<file path="config.mk">
export PLATFORM = sky130hd
export DESIGN_NAME = moore_edge_counter
export DESIGN_NICKNAME = d
export VERILOG_FILES = /design/src/rtl/edge_cnt_pkg.sv /design/src/rtl/sync_2ff.sv /design/src/rtl/moore_edge_counter.sv
export SDC_FILE = /design/constraint.sdc
export NUM_CORES = 1
export LEC_CHECK = 0
export CAP_MARGIN = 20
export CORE_MARGIN = 3
export CORE_UTILIZATION = 45
export DETAILED_ROUTE_END_ITERATION = 12
export GPL_TIMING_DRIVEN = 0
export MAX_ROUTING_LAYER = met4
export PLACE_DENSITY = 0.74
export SETUP_SLACK_MARGIN = 0.02
export SYNTH_ARGS = -nofsm -noshare
export SYNTH_HDL_FRONTEND = slang
export SYNTH_SLANG_ARGS = --single-unit
</file>
<file path="constraint.sdc">
create_clock -name clk -period 1.9 [get_ports clk]
set_input_delay 0.19 -clock clk [delete_from_list [all_inputs] [get_ports clk]]
set_output_delay 0.19 -clock clk [all_outputs]
set_load 0.005 [all_outputs]
</file>
<file path="src/rtl/edge_cnt_pkg.sv">
// ============================================================================
// Package     : edge_cnt_pkg
// Description : Shared state encoding for the Moore edge detector/counter.
// Revision    : 1.0 - initial release
// ============================================================================
`default_nettype none

package edge_cnt_pkg;

  // Width of the encoded FSM state
  localparam int STATE_W = 3;

  // Moore FSM state encoding; values 5..7 are illegal and recover to S_INIT
  typedef enum logic [STATE_W-1:0] {
    S_INIT = 3'd0,
    S_LOW  = 3'd1,
    S_RISE = 3'd2,
    S_HIGH = 3'd3,
    S_FALL = 3'd4
  } state_e;

endpackage : edge_cnt_pkg

`default_nettype wire

</file>
<file path="src/rtl/sync_2ff.sv">
// ============================================================================
// Module      : sync_2ff
// Description : 1-bit two-flop synchronizer, async active-low reset to 0.
// Revision    : 1.0 - initial release
// ============================================================================
`default_nettype none

module sync_2ff (
  input  logic clk,
  input  logic rst_n,
  input  logic d_i,
  output logic q_o
);

  logic meta_q;
  logic sync_q;

  // Two back-to-back flops give metastability a full cycle to resolve
  always_ff @(posedge clk or negedge rst_n) begin
    if (!rst_n) begin
      meta_q <= 1'b0;
      sync_q <= 1'b0;
    end else begin
      meta_q <= d_i;
      sync_q <= meta_q;
    end
  end

  assign q_o = sync_q;

endmodule : sync_2ff

`default_nettype wire

</file>
<file path="src/rtl/moore_edge_counter.sv">
// ============================================================================
// Module      : moore_edge_counter
// Description : Moore edge detector emitting one-cycle rise/fall pulses and
//               a saturating rising-edge counter with sticky done flag.
//               Optional input synchronizer: define MOORE_EDGE_CNT_SYNC_EN.
// Revision    : 1.0 - initial release
// ============================================================================
`default_nettype none

module moore_edge_counter
  import edge_cnt_pkg::*;
#(
  parameter int CNT_W    = 8,
  parameter int TERMINAL = 10
) (
  input  logic             clk,
  input  logic             reset,
  input  logic             in,
  input  logic             clear,
  output logic             rise_pulse,
  output logic             fall_pulse,
  output logic [CNT_W-1:0] count,
  output logic             done
);

  localparam logic [CNT_W-1:0] TERM_C = CNT_W'(TERMINAL);
  localparam logic [CNT_W-1:0] ONE_C  = CNT_W'(1);

  logic             samp;
  state_e           state_q;
  state_e           state_d;
  logic [CNT_W-1:0] count_q;
  logic [CNT_W-1:0] count_d;
  logic [CNT_W-1:0] count_inc;
  logic             done_q;
  logic             done_d;

`ifdef MOORE_EDGE_CNT_SYNC_EN
  // Asynchronous source: resynchronize before the FSM sees it
  sync_2ff u_sync (
    .clk   (clk),
    .rst_n (reset),
    .d_i   (in),
    .q_o   (samp)
  );
`else
  // Source already lives in the clk domain
  assign samp = in;
`endif

  // State register
  always_ff @(posedge clk or negedge reset) begin
    if (!reset) begin
      state_q <= S_INIT;
    end else begin
      state_q <= state_d;
    end
  end

  // Next-state logic; S_INIT never pulses so a level present at reset release is ignored
  always_comb begin
    state_d = S_INIT;
    case (state_q)
      S_INIT:  state_d = samp ? S_HIGH : S_LOW;
      S_LOW:   state_d = samp ? S_RISE : S_LOW;
      S_RISE:  state_d = samp ? S_HIGH : S_FALL;
      S_HIGH:  state_d = samp ? S_HIGH : S_FALL;
      S_FALL:  state_d = samp ? S_RISE : S_LOW;
      default: state_d = S_INIT;
    endcase
  end

  // Pulses decode purely from state
  assign rise_pulse = (state_q == S_RISE);
  assign fall_pulse = (state_q == S_FALL);

  assign count_inc = count_q + ONE_C;

  // Counter/done next values; clear takes priority over a coincident rise
  always_comb begin
    count_d = count_q;
    done_d  = done_q;
    if (clear) begin
      count_d = '0;
      done_d  = 1'b0;
    end else if ((state_q == S_RISE) && (count_q < TERM_C)) begin
      count_d = count_inc;
      if (count_inc == TERM_C) begin
        done_d = 1'b1;
      end
    end
  end

  // Counter and sticky done registers
  always_ff @(posedge clk or negedge reset) begin
    if (!reset) begin
      count_q <= '0;
      done_q  <= 1'b0;
    end else begin
      count_q <= count_d;
      done_q  <= done_d;
    end
  end

  assign count = count_q;
  assign done  = done_q;

endmodule : moore_edge_counter

`default_nettype wire

</file>
==> flow_summary.ini, run 1 <==
[sta]
max_freq_ghz = 0.568
finalCritPeriodShare_pct = 92.6
rsz0062_at_grt = no
fin_worst_skew_ns = 0.00845
slew_headroom_pct = 64.3
hold_violations = 0
min_period_ns = 1.76
tns_ns = 0
final-setup-viol-count = 0
tightest_slew_ns = 0.533
final-max-slew-violation-count = 0
worst_slack_ns = 0.140

[clocking]
clkSinkCount = 12
cts_tree = done
holdBufCountCts = 0
cts.root.buffer_cell = clkbuf_4
clockBufferDepth = 2
post_cts_resized = 0
cts_buffers = 3
cts-htree-levels = 1
clkLatencyLatePin_ns = 0.27
post_cts_buffers = 0
cts.clk_slew.worst_paths_ns = 0.07

[detailed_routing]
drc = 0
firstDrtPassIters = 4
ant_nets = 0
wire_per_inst_um = 14.0
vias_per_cell = 5.76
routed_wl_um = 1150
drtIter0Drc = 7
vias = 472

[global_routing]
grt_pass1_wl_um = 1990
gr-total-overflow = 0
grt_pass1_vias = 459
grt_use_total_pct = 15.1
grt_max_degree = 13
antenna_found_initial = 0

[floorplanning]
core_mm2 = 0.00117
ios = 15
die-width_um = 42.3
rows = 12
fp.dieArea_mm2 = 0.00179
start_util_pct = 50.5
die_height_um = 42.3

[synth]
ys_ff_latch = 12
synth_area_per_cell_um2 = 11.6
yosysUniqueCellTypes = 25
synth-edff-count = 0
synthesis.nets = 57
synth.yosys.seq_area_share_pct = 50.7
syn_area_um2 = 592
syn_inst = 51
yosys_warnings = 0
ys.flop_type = dfrtp_1
postSynth.asyncResetShare_pct = 100

[power]
leakage_nw = 0.329
ir_worst_vdd_v = 0.000457
power_density_mw_per_mm2 = 636

[placement]
dp.cells = 79
io_buffers = 14
dp_hpwl_um = 850
pre_cts_ws_ns = 0.313
place.gp.congestion = 0.780

[worst_setup_path]
rr_startpoint = count[0]
critPathRequiredTime_ns = 1.71
startpoint = state_q[2]
crit_type = reg2out
crit_path_end_kind = output pin
cp_max_fo = 6
start_kind = flop
crit_arrival_ns = 1.57

[finish]
drive_above_1_share_pct = 10.3
fill_cells = 107
area_growth_pct = 31.5
seqCellArea_um2 = 300
multi_input_area_um2 = 287
fin_cells = 82
fin_nets = 76
antenna_cells = 0

[hold_path]
hp-class = in2async

[flow_run]
drv_cap = 0

[outcome]
outcome = finished, final reports clean
==> report_power, final <==
group	internal [mW]	total (mW)	leakage [nW]	switching [mW]
clock	0.0732	0.149	0.0138	0.0759
combinational	0.0361	0.0638	0.153	0.0277
sequential	0.266	0.282	0.161	0.0161
total	0.375	0.495	0.329	0.120
==> stage by stage <==
step                total power [mW]  area (µm²)  util [%]  hold WS [ns]
finish                         0.495         778      66.5         0.268
global route                   0.533         778      66.5         0.308
CTS                            0.504         772      65.9         0.281
detailed placement             0.348         749      64.0         0.523
global placement               0.347         749      64.0         0.517
floorplan                      0.313         592         -        -0.106
==> state kept, by name, summed over array words and instances (netlist names) <==
signal	count
state_q	3
done	1
count	8
==> cell type report <==
cell class | count | area share [%]
Buffer | 1 | 0.482
Clock buffer | 3 | 2.89
Inverter | 2 | 0.965
Multi-Input combinational cell | 36 | 36.8
Sequential cell | 12 | 38.6
Tap cell | 14 | 2.25
Timing Repair Buffer | 14 | 18.0
==> Yosys cell counts (all sizes together), types with 2 or more instances <==
master,instances,area [µm²]
nand4,2,12.5
a41oi,3,26.3
mux2,2,22.5
and2,2,12.5
nor3b,2,20.0
ha,2,25.0
a211oi,2,20.0
o21ai,2,10.0
dfrtp,12,300
nor2b,6,40.0
inv,2,7.51
nor2,5,18.8
==> path summary, 6_finish.rpt <==
path,end,slack [ns],cells after the start
max,rise_pulse,0.14,2
min,count[2],0.27,1
max reg2reg,done,0.35,4
min reg2reg,state_q[0],0.57,1
max in group asynchronous,state_q[2],1.27,1
min in group clk,state_q[2],0.56,2
==> routing by layer <==
metal  vias up  track usage [%]  routed length [µm]
met2        25             22.2                 562
met3         0             5.15                  89
met4         0             7.45                   0
met1       223             18.3                 496
li1        224                -                   -
met5         -                -                   0
==> cells by family after synthesis <==
kind of cell	share of synthesized area, %
buffers and inverters	1.90
flip-flops	50.7
AO/OA/AOI/OAI	14.6
adder cells (fa/ha/maj)	4.23
multiplexers	3.81
AND/OR/NAND/NOR	24.7
==> worst max-delay path, cell delays in order (launching register included) <==
cell and delay [ns]:
dfrtp_1 0.44, nor3b_4 0.31, clkdlybuf4s50_1 0.56
==> layout by cell type, fill, tap and decap left out, types with 2 or more instances in the layout <==
master,n
dfrtp_1,12
and2_1,2
ha_1,2
clkbuf_4,3
nand4_1,2
a41oi_1,3
nor2b_1,5
mux2_1,2
nor2_1,5
inv_1,2
clkdlybuf4s50_1,14
Note: power is estimated with default switching activity, not from simulation.
==> inputs of run 2 (changes only) <==
Settings changed: CORE_MARGIN 3 to 8, CTS_BUF_LIST set to sky130_fd_sc_hd__clkbuf_16, CTS_CLUSTER_SIZE set to 28.
==> flow_summary.ini, run 2 (same netlist as run 1, synthesis figures left out) <==
[outcome]
outcome = finished, final reports clean

[finish]
largest_reg_flops = 8
utilization_pct = 65.4
layout_common_cells = clkdlybuf4s50_1 (14), dfrtp_1 (12), nor2_1 (5), nor2b_1 (5)
final_common_cell = clkdlybuf4s50_1
drive_above_1_share_pct = 10.1
fin_nets = 76
area_growth_pct = 40.2
antenna_cells = 0

[clocking]
holdBufCountCts = 0
cts_buffers = 3
cts-htree-levels = 1
post_cts_resized = 0
post_cts_buffers = 0
cts_tree = done
cts.clk_slew.worst_paths_ns = 0.04
clkSinkCount = 12
clkLatencyLatePin_ns = 0.24
cts.root.buffer_cell = clkbuf_16
clockBufferDepth = 2

[hold_path]
hp-class = in2async

[power]
ir_worst_vdd_v = 0.000785
leakage_nw = 0.352
power_density_mw_per_mm2 = 877

[detailed_routing]
routed_wl_um = 1310
ant_nets = 0
vias_per_cell = 5.64
vias = 474
drtIter0Drc = 9
wire_per_inst_um = 15.6
firstDrtPassIters = 4
drc = 0

[floorplanning]
die_height_um = 52.3
rows = 13
core_mm2 = 0.00127
ios = 15
die-width_um = 52.3
fp.dieArea_mm2 = 0.00273
start_util_pct = 46.6

[sta]
fin_worst_skew_ns = 0.000766
slew_headroom_pct = 64.0
hold_violations = 0
finalCritPeriodShare_pct = 94.3
tns_ns = 0
final-setup-viol-count = 0
min_period_ns = 1.79
final-max-slew-violation-count = 0
max_freq_ghz = 0.558
tightest_slew_ns = 0.538
rsz0062_at_grt = no

[worst_setup_path]
critPathRequiredTime_ns = 1.71
crit_chain = nor3b_2 -> clkdlybuf4s50_1
crit_arrival_ns = 1.60
reg2reg_slack_ns = 0.34
cp_max_fo = 6
slowest_delay_ns = 0.58
cp_slowest_cell = clkdlybuf4s50_1
crit_type = reg2out
start_kind = flop
crit_path_end_kind = output pin

[placement]
dp_hpwl_um = 951
io_buffers = 14
place.gp.congestion = 0.741

[global_routing]
antenna_found_initial = 0
grt_max_degree = 13
gr-total-overflow = 0
grt_pass1_wl_um = 2260
grt_pass1_vias = 507
grt_use_total_pct = 11.4

[flow_run]
drv_cap = 0
## run 2: routing by layer
metal / up-vias / part of all wire, % / GRT usage, %
met5: - / 0 / -
met4: 0 / 1.4 / 5.60
met3: 2 / 5.8 / 5.11
met2: 10 / 51 / 20.0
met1: 236 / 42 / 10.3
li1: 226 / - / -
## run 2: area by class of cell
cell class | count | area [µm²]
clock buffer | 3 | 75.1
clock inverter | 1 | 3.75
sequential | 12 | 300
fill | 100 | 439
inverter | 2 | 7.51
tap | 15 | 18.8
buffer | 1 | 3.75
timing repair buffer | 14 | 140
multi-input combinational | 36 | 280
## run 2: report_power, final
part           internal [mW]  switching, mW
combinational         0.0343         0.0285
sequential             0.267         0.0145
clock                  0.277          0.107
## run 2: path summary, 6_finish.rpt
kind / start / endpoint / depth (start not counted)
worst max-delay path: state_q[2] / rise_pulse / 2
worst min-delay path: reset / count[0] / 1
worst max register to register: count[0] / done / 4
worst min register to register: state_q[0] / state_q[0] / 1
max in group asynchronous: reset / count[4] / 1
min in group clk: state_q[0] / state_q[0] / 1
## run 2: worst max-delay path: cells and delay by family, from the launching register on
kind                   cells  cell delay [ns]
buffers and inverters      1             0.58
flip-flops                 1             0.43
AND/OR/NAND/NOR            1             0.36
## run 2: through the flow
stage               hold slack (ns)  std cells  setup WS, ns  area [µm²]  power, mW
finish                        0.308         84         0.109         830      0.728
floorplan                    -0.106         51         0.438         592      0.313
CTS                           0.322         84         0.100         830      0.736
global route                  0.364         84        0.0501         830      0.754
detailed placement            0.537         80         0.314         751      0.349
global placement              0.528         80         0.312         751      0.347
